<file path="config.mk">
export PLATFORM = sky130hd
export DESIGN_NAME = uart_tx_arbiter
export DESIGN_NICKNAME = d
export VERILOG_FILES = /design/src/rtl/uart_tx_arbiter.sv
export SDC_FILE = /design/constraint.sdc
export NUM_CORES = 1
export LEC_CHECK = 0
export CORE_MARGIN = 2
export CORE_UTILIZATION = 40
export DETAILED_ROUTE_END_ITERATION = 10
export PLACE_DENSITY = 0.79
export REMOVE_ABC_BUFFERS = 1
export SYNTH_ARGS = -nofsm -noshare
export SYNTH_HDL_FRONTEND = slang
export SYNTH_SLANG_ARGS = --single-unit
export TNS_END_PERCENT = 10
</file>
<file path="constraint.sdc">
create_clock -name clk -period 2.35 [get_ports clk]
set_clock_uncertainty 0.2 [all_clocks]
set_input_delay 0.3525 -clock clk [delete_from_list [all_inputs] [get_ports clk]]
set_output_delay 0.3525 -clock clk [all_outputs]
set_load 0.01 [all_outputs]
</file>
<file path="src/rtl/uart_tx_arbiter.sv">
// uart_tx_arbiter: round-robin, per-packet arbiter that lets two byte streams share one UART transmitter.
// Ports:
//   clk, rst                     - clock, asynchronous active-high reset
//   reqN_valid/data/last, reqN_ready - requester N byte offer, end-of-packet mark and accept
//   tx_start, tx_data, tx_busy   - load pulse and byte to the transmitter, frame-in-progress from it
//   grant                        - one-hot owner of the transmitter (zero when idle)
//   abort                        - one-cycle pulse when an owner is dropped for stalling in FETCH
module uart_tx_arbiter #(
    parameter int DATA_WIDTH     = 8,
    parameter int TIMEOUT_CYCLES = 1024
) (
    input  logic                  clk,
    input  logic                  rst,
    input  logic                  req0_valid,
    input  logic [DATA_WIDTH-1:0] req0_data,
    input  logic                  req0_last,
    output logic                  req0_ready,
    input  logic                  req1_valid,
    input  logic [DATA_WIDTH-1:0] req1_data,
    input  logic                  req1_last,
    output logic                  req1_ready,
    output logic                  tx_start,
    output logic [DATA_WIDTH-1:0] tx_data,
    input  logic                  tx_busy,
    output logic [1:0]            grant,
    output logic                  abort
);
    localparam int CW = $clog2(TIMEOUT_CYCLES) + 1;
    typedef enum logic [2:0] {IDLE, FETCH, START, WAIT_BUSY, WAIT_DONE} state_t;
    state_t          state;
    logic            last_q;
    logic            ptr;
    logic [CW-1:0]   cnt;
    logic            pick1;
    logic            hs;
    logic            timeout;
    // ptr=1 means requester 1 wins a tie; it only moves when a packet ends or aborts
    assign pick1      = req1_valid && (!req0_valid || ptr);
    assign req0_ready = (state == FETCH) && grant[0];
    assign req1_ready = (state == FETCH) && grant[1];
    assign hs         = (req0_valid && req0_ready) || (req1_valid && req1_ready);
    assign timeout    = cnt == CW'(TIMEOUT_CYCLES - 1);
    always_ff @(posedge clk or posedge rst) begin
        if (rst) begin
            state    <= IDLE;
            grant    <= '0;
            tx_start <= 1'b0;
            tx_data  <= '0;
            abort    <= 1'b0;
            last_q   <= 1'b0;
            cnt      <= '0;
            ptr      <= 1'b0;
        end else begin
            tx_start <= 1'b0;
            abort    <= 1'b0;
            case (state)
                IDLE: if (req0_valid || req1_valid) begin
                    grant <= pick1 ? 2'b10 : 2'b01;
                    cnt   <= '0;
                    state <= FETCH;
                end
                FETCH: if (hs) begin
                    tx_data  <= grant[1] ? req1_data : req0_data;
                    last_q   <= grant[1] ? req1_last : req0_last;
                    cnt      <= '0;
                    tx_start <= 1'b1;
                    state    <= START;
                end else if (timeout) begin
                    abort <= 1'b1;
                    grant <= '0;
                    ptr   <= grant[0];
                    state <= IDLE;
                end else if (cnt != '1) begin
                    cnt <= cnt + CW'(1);
                end
                START: state <= WAIT_BUSY;
                WAIT_BUSY: if (tx_busy) state <= WAIT_DONE;
                WAIT_DONE: if (!tx_busy) begin
                    if (last_q) begin
                        grant <= '0;
                        ptr   <= grant[0];
                        state <= IDLE;
                    end else begin
                        cnt   <= '0;
                        state <= FETCH;
                    end
                end
                default: state <= IDLE;
            endcase
        end
    end
endmodule
</file>
Word-level counts from Yosys, hierarchy flattened
Index checks and enable logic that the tools add are counted.

Register bits after elaboration: 28. Input port bits: 23. Output and inout bits: 14. Logic and storage cells: 75.

Add/sub/neg operators: 1. Eq/ne operators: 16. Multiplexer cells: 33. Reduce and logical (&&, ||, !) cells: 17.

Operators by type and width (count): 2-to-1 mux 11 bit (6); one-hot mux 11 bit (3 select lines) (1); 2-to-1 mux 3 bit (5); one-hot mux 3 bit (5 select lines) (1); inequality test 2 bit, second input constant (7); 2-to-1 mux 2 bit (6); AND reduction 6 bit (2); adder 11 x 1 -> 11 bit, second input constant (1); equality test 11 x 10 -> 1 bit, second input constant (1); 2-to-1 mux 1 bit (11); inequality test 11 bit, second input constant (1); 2-to-1 mux 8 bit (1); equality test 3 x 2 -> 1 bit, second input constant (2); inequality test 3 bit, second input constant (2); one-hot mux 2 bit (3 select lines) (1); logical AND 1 bit (5); AND reduction 5 bit (1); AND reduction 4 bit (1); equality test 3 x 1 -> 1 bit, second input constant (1); equality test 3 bit, second input constant (1); zero test 3 bit (1); logical OR 1 bit (3); inequality test 3 x 2 -> 1 bit, second input constant (1); nonzero test 3 bit (1); 4 further kinds (4).

Depth between registers and ports, before layout
Depth in word-level cells: 6. Depth in mapped cells: 6. Mapped depth without buffers: 5.

Worst setup path after synthesis
Ideal clock, no wire load.

Kind: reg-to-reg. Start point: reg state[0]. End point: reg cnt[5]. Library setup time: 124 ps. Data arrival time: 1462 ps. Data required time: 2026 ps. Path slack: 564 ps. Stages on the path, launching flop included: 5. Buffers on the path: 1. Period minus slack after synthesis: 1786 ps. Cells stage by stage: dfrtp_1 > buf_6 > o31a_1 > or3_1 > a211o_1.

Cells in the longest elaborated chain, start to end: 6. Elaborated cells on any way between the ends: 17. Classes of those cells: eq/ne: 7; mux: 2; reduce/logical: 8.

RTL lines: start: declaration (RTL line 30) `state_t state;`; start signal: assignment (RTL line 45) `state <= IDLE;`; start signal: assignment (RTL line 60) `state <= FETCH;`; start signal: assignment (RTL line 67) `state <= START;`; equality test 3 x 1 -> 1 bit (RTL line 39, 40, 56); logical AND 1 bit (on tied branches) (RTL line 39, 40); logical AND 1 bit (RTL line 41) `assign hs = (req0_valid && req0_ready) || (req1_valid && req1_ready);`; logical OR 1 bit (RTL line 41); inequality test 3 x 2 -> 1 bit (no source line), or another cell as far along; AND reduction 6 bit (no source line) / one-hot mux 11 bit (3 select lines) (equally long branches); end signal: assignment (RTL line 74) `cnt <= cnt + CW'(1);`; end: declaration (RTL line 33) `logic [CW-1:0] cnt;`.

Parallel ways exist; a longest one is shown, timed or not. A chain may end at the register's enable or synchronous reset.

Worst setup path after layout
Start point: reg state[2]. End point: out req1_ready.

Cells in the longest elaborated chain, start to end: 2.

RTL lines: equality test 3 x 1 -> 1 bit (RTL line 40) `assign req1_ready = (state == FETCH) && grant[1];`; logical AND 1 bit (RTL line 40); end: declaration (RTL line 21) `output logic req1_ready,`.

Every way passes these cells.

==> reports/metrics.sh <==
NETLIST_AREA_SQ_UM=1530
NETSWITCHINGFRACTION=0.369
INITIAL_ANTENNA_VIOLATION_COUNT=0
ROUTE.ANTENNA.REMAINING_NETS=0
FINAL_NETS=222
FINAL_COMMON_CELL='sky130_fd_sc_hd__clkdlybuf4s50_1'
CTS_NUM_SINKS=28
WORST-SLEW-PIN-TRANSITION_NS=0.573
TOP_LEVEL_PORTS=37
INITIAL_CORE_UTIL=0.419
ANTENNA_CELLS=0
DIE_X_MICRONS=65.9
CRITPATHKIND='flip-flop to output pin'
FINAL_LAYOUT_SIZE_SUFFIX_GT1_FRAC=0.127
FIN_CRIT_NS=2.23
SETUP_TNS_NS=0
YOSYS_REGISTER_BITS=28
CRITPATHLAUNCHTYPE='flip-flop'
WORSTPATHARRIVAL_NS=1.68
CTS_TREE='yes'
POST_SYNTH_EDFFS=0
HOLD_PATH_CLASS='input pin to async pin'
WORST_PATH_DOMINANT_CELL_FAMILY='buffers and inverters'
DRT_ITER0_MARKERS=67
SYNTH.YOSYS.WARNINGS=0
POWER.STATIC_LEAKAGE_nW=0.846
GRT_FIRST_PASS_WIRELENGTH_MICRONS=5820
FINISH.UTILIZATION=0.564
MOST-COMMON-LAYOUT-CELLS='36 x sky130_fd_sc_hd__clkdlybuf4s50_1, 28 x sky130_fd_sc_hd__dfrtp_1, 16 x sky130_fd_sc_hd__a21oi_1'
COMBPWRFRAC=0.515
WORSTPATHREQUIRED_NS=1.80
POWER.DENSITY_nW_PER_UM2=1130
GLOBALPLACE.CONGESTION=0.886
HOLD_FIX_BUFFERS_CTS=0
PATH_CELLS='nor3b_4, and2_1, clkdlybuf4s50_1'
AREA_DELTA_SYNTH_FINAL_PCT=34.7
CRIT_PATH_MAX_FANOUT=4
YS.FLOP_TYPE='sky130_fd_sc_hd__dfrtp_1'
VIA_PER_INST=5.51
GRT_SETUP_UNREPAIRED='false'
HTREE_LEVELS=1
ROW_COUNT=22
DETAIL_ROUTE.FIRST_PASS.ITERATIONS=5
POST_SYNTHESIS_MEAN_INSTANCE_AREA_SQ_UM=10.1
DETAIL_ROUTE.DRC_VIOLATIONS=0
WL_MICRONS=3390
POSTSYNTHCELLCOUNT=152
WORST_SKEW_PAIR.LATE_LATENCY_NS=0.28
P_INT_mW=1.47
CLK_PIN_SLEW_NS=0.10
CAP_VIOL_MAX_COUNT=0
CRITPATHMAXSTAGEDELAY_NS=0.55
POST_ROUTE_CLOCK_PERIOD_UTILIZATION=0.948
TIMING_HOLD_VIOLATIONS_FINAL=0
SWITCHING_POWER_mW=0.860
CTS_INSERTED_BUFFERS=3
FIRST_GLOBAL_VIAS=1316
POSTCTSRESIZEDCELLS=0
CTS-ROOT-TO-SINK-BUFFERS=2
CORE-AREA_SQ_UM=3660
FINISH_STAGE_SETUP_VIOLS=0
FINALHOLDWORSTSLACK_NS=0.210
GLOBAL_ROUTE.OVERFLOW_TOTAL=0
MAXIMUM_NUMBER_OF_PINS_ON_ONE_NET_BEFORE_GLOBAL_ROUTE_REPAIR=29
TIMING_MAX_TRANSITION_VIOLATIONS_FINAL=0
WORST-PATH-BUF-INV=1
OUTCOME='finished clean'
MAXSLEWHEADROOM=0.608
SHARE_SEQ_OF_TOTAL_POWER=0.320
HPWLAFTERDP_MICRONS=2550
DIEAREA_SQ_UM=4340
ROUTEDWLPERCELL_MICRONS=13.8
POWER.IR.VDD_WORST_mV=0.594
OVERALL_GLOBAL_ROUTING_RESOURCE_USAGE=0.177
SYNTH_CELL_TYPES=46
SHARE_CLK_OF_TOTAL_POWER=0.164
SYNTH_SEQUENTIAL_AREA_RATIO=0.457
CLOCK.FMAX_GHz=0.449
DIE_HEIGHT_MICRONS=65.9
VIA_COUNT_OF_THE_ROUTED_DESIGN=1349
CTS.REPAIR_TIMING.SETUP_BUFFER_COUNT=0
CRITICAL-PATH-SLOWEST-CELL='sky130_fd_sc_hd__clkdlybuf4s50_1'
CLOCK_TREE.ROOT_CELL='sky130_fd_sc_hd__clkbuf_8'
ENDPOINT_KIND='output pin'
BUFFER_PORTS.INSERTED=36
ASYNC_FLOP_SHARE=1.00
[cells in the mapped netlist, types with 3 or more instances]
| cell type | instances | area (sq um) |
|---|---|---|
| sky130_fd_sc_hd__nor3_1 | 7 | 35.0 |
| sky130_fd_sc_hd__nand2_1 | 4 | 15.0 |
| sky130_fd_sc_hd__inv_1 | 5 | 18.8 |
| sky130_fd_sc_hd__nor2_1 | 12 | 45.0 |
| sky130_fd_sc_hd__and2_1 | 5 | 31.3 |
| sky130_fd_sc_hd__o21ai_0 | 3 | 15.0 |
| sky130_fd_sc_hd__nand3_1 | 5 | 25.0 |
| sky130_fd_sc_hd__mux2i_1 | 10 | 100 |
| sky130_fd_sc_hd__a31oi_1 | 4 | 25.0 |
| sky130_fd_sc_hd__nor2b_1 | 3 | 18.8 |
| sky130_fd_sc_hd__a21o_1 | 3 | 22.5 |
| sky130_fd_sc_hd__nand4_1 | 3 | 18.8 |
| sky130_fd_sc_hd__nand2b_1 | 3 | 18.8 |
| sky130_fd_sc_hd__dfrtp_1 | 28 | 701 |
| sky130_fd_sc_hd__a21oi_1 | 16 | 80.1 |
[layer usage]
metal	share of wire	global-route usage	vias to the layer above
li1	-	-	662
met1	0.42	0.215	627
met2	0.50	0.303	50
met3	0.043	0.0153	10
met4	0.039	0.107	0
met5	0	0	-
[metrics by stage]
step                cells  area, sq um  power, mW  setup WS, ns
global route          245         2060       2.50        0.0784
CTS                   244         2060       2.33       0.00758
finish                245         2060       2.33         0.121
detailed placement    240         1990       1.95         0.101
global placement      240         1990       1.92         0.128
floorplan             146         1490       1.43         0.421
[area by class of cell]
cell class              count  area (sq um)
well taps                  48          60.1
fillers                   322          1600
flip-flops and latches     28           701
inverters                   5          18.8
repair buffers             47           443
clock inverters             1          30.0
clock buffers               3          41.3
multi-input cells         113           771
[registers in the layout (all words and copies together), names as in the netlist]
name      cells
last_q        1
grant         2
abort         1
ptr           1
cnt          11
state         3
tx_data       8
tx_start      1
[worst register-to-register path: stages (launching register included)]
cell and delay, ns:
sky130_fd_sc_hd__dfrtp_1 0.42, sky130_fd_sc_hd__ha_1 0.32, sky130_fd_sc_hd__nand4_1 0.24, sky130_fd_sc_hd__a211oi_2 0.33, sky130_fd_sc_hd__mux2_2 0.36
[cell families (layout without fill, tap and decap cells)]
logic type	Yosys count	count (layout)	share of synthesized area
AO/OA/AOI/OAI	47	47	0.210
flip-flops	28	28	0.457
multiplexers	13	13	0.0873
AND/OR/NAND/NOR	52	52	0.198
adder cells (fa/ha/maj)	1	1	0.00816
buffers and inverters	11	56	0.0400
[final timing paths]
path	slack [ns]	start	depth (start not counted)	end
max	0.12	state[2]$_DFFE_PP0P_	3	req1_ready
min	0.21	rst	3	tx_data[4]$_DFFE_PP0P_
max reg2reg	0.38	cnt[0]$_DFFE_PP0P_	4	grant[1]$_DFFE_PP0P_
min reg2reg	0.25	cnt[10]$_DFFE_PP0P_	1	abort$_DFF_PP0_
max in group asynchronous	1.47	rst	3	grant[0]$_DFFE_PP0P_
min in group clk	0.25	cnt[10]$_DFFE_PP0P_	1	abort$_DFF_PP0_
[power by group through the flow]
stage | Combinational, mW | Clock, mW | Sequential, mW
floorplan | 0.591 | 0 | 0.839
global placement | 1.17 | 0 | 0.751
detailed placement | 1.19 | 0 | 0.755
CTS | 1.19 | 0.391 | 0.749
global route | 1.32 | 0.406 | 0.769
finish | 1.20 | 0.384 | 0.747
Note: power is estimated with default switching activity, not from simulation.
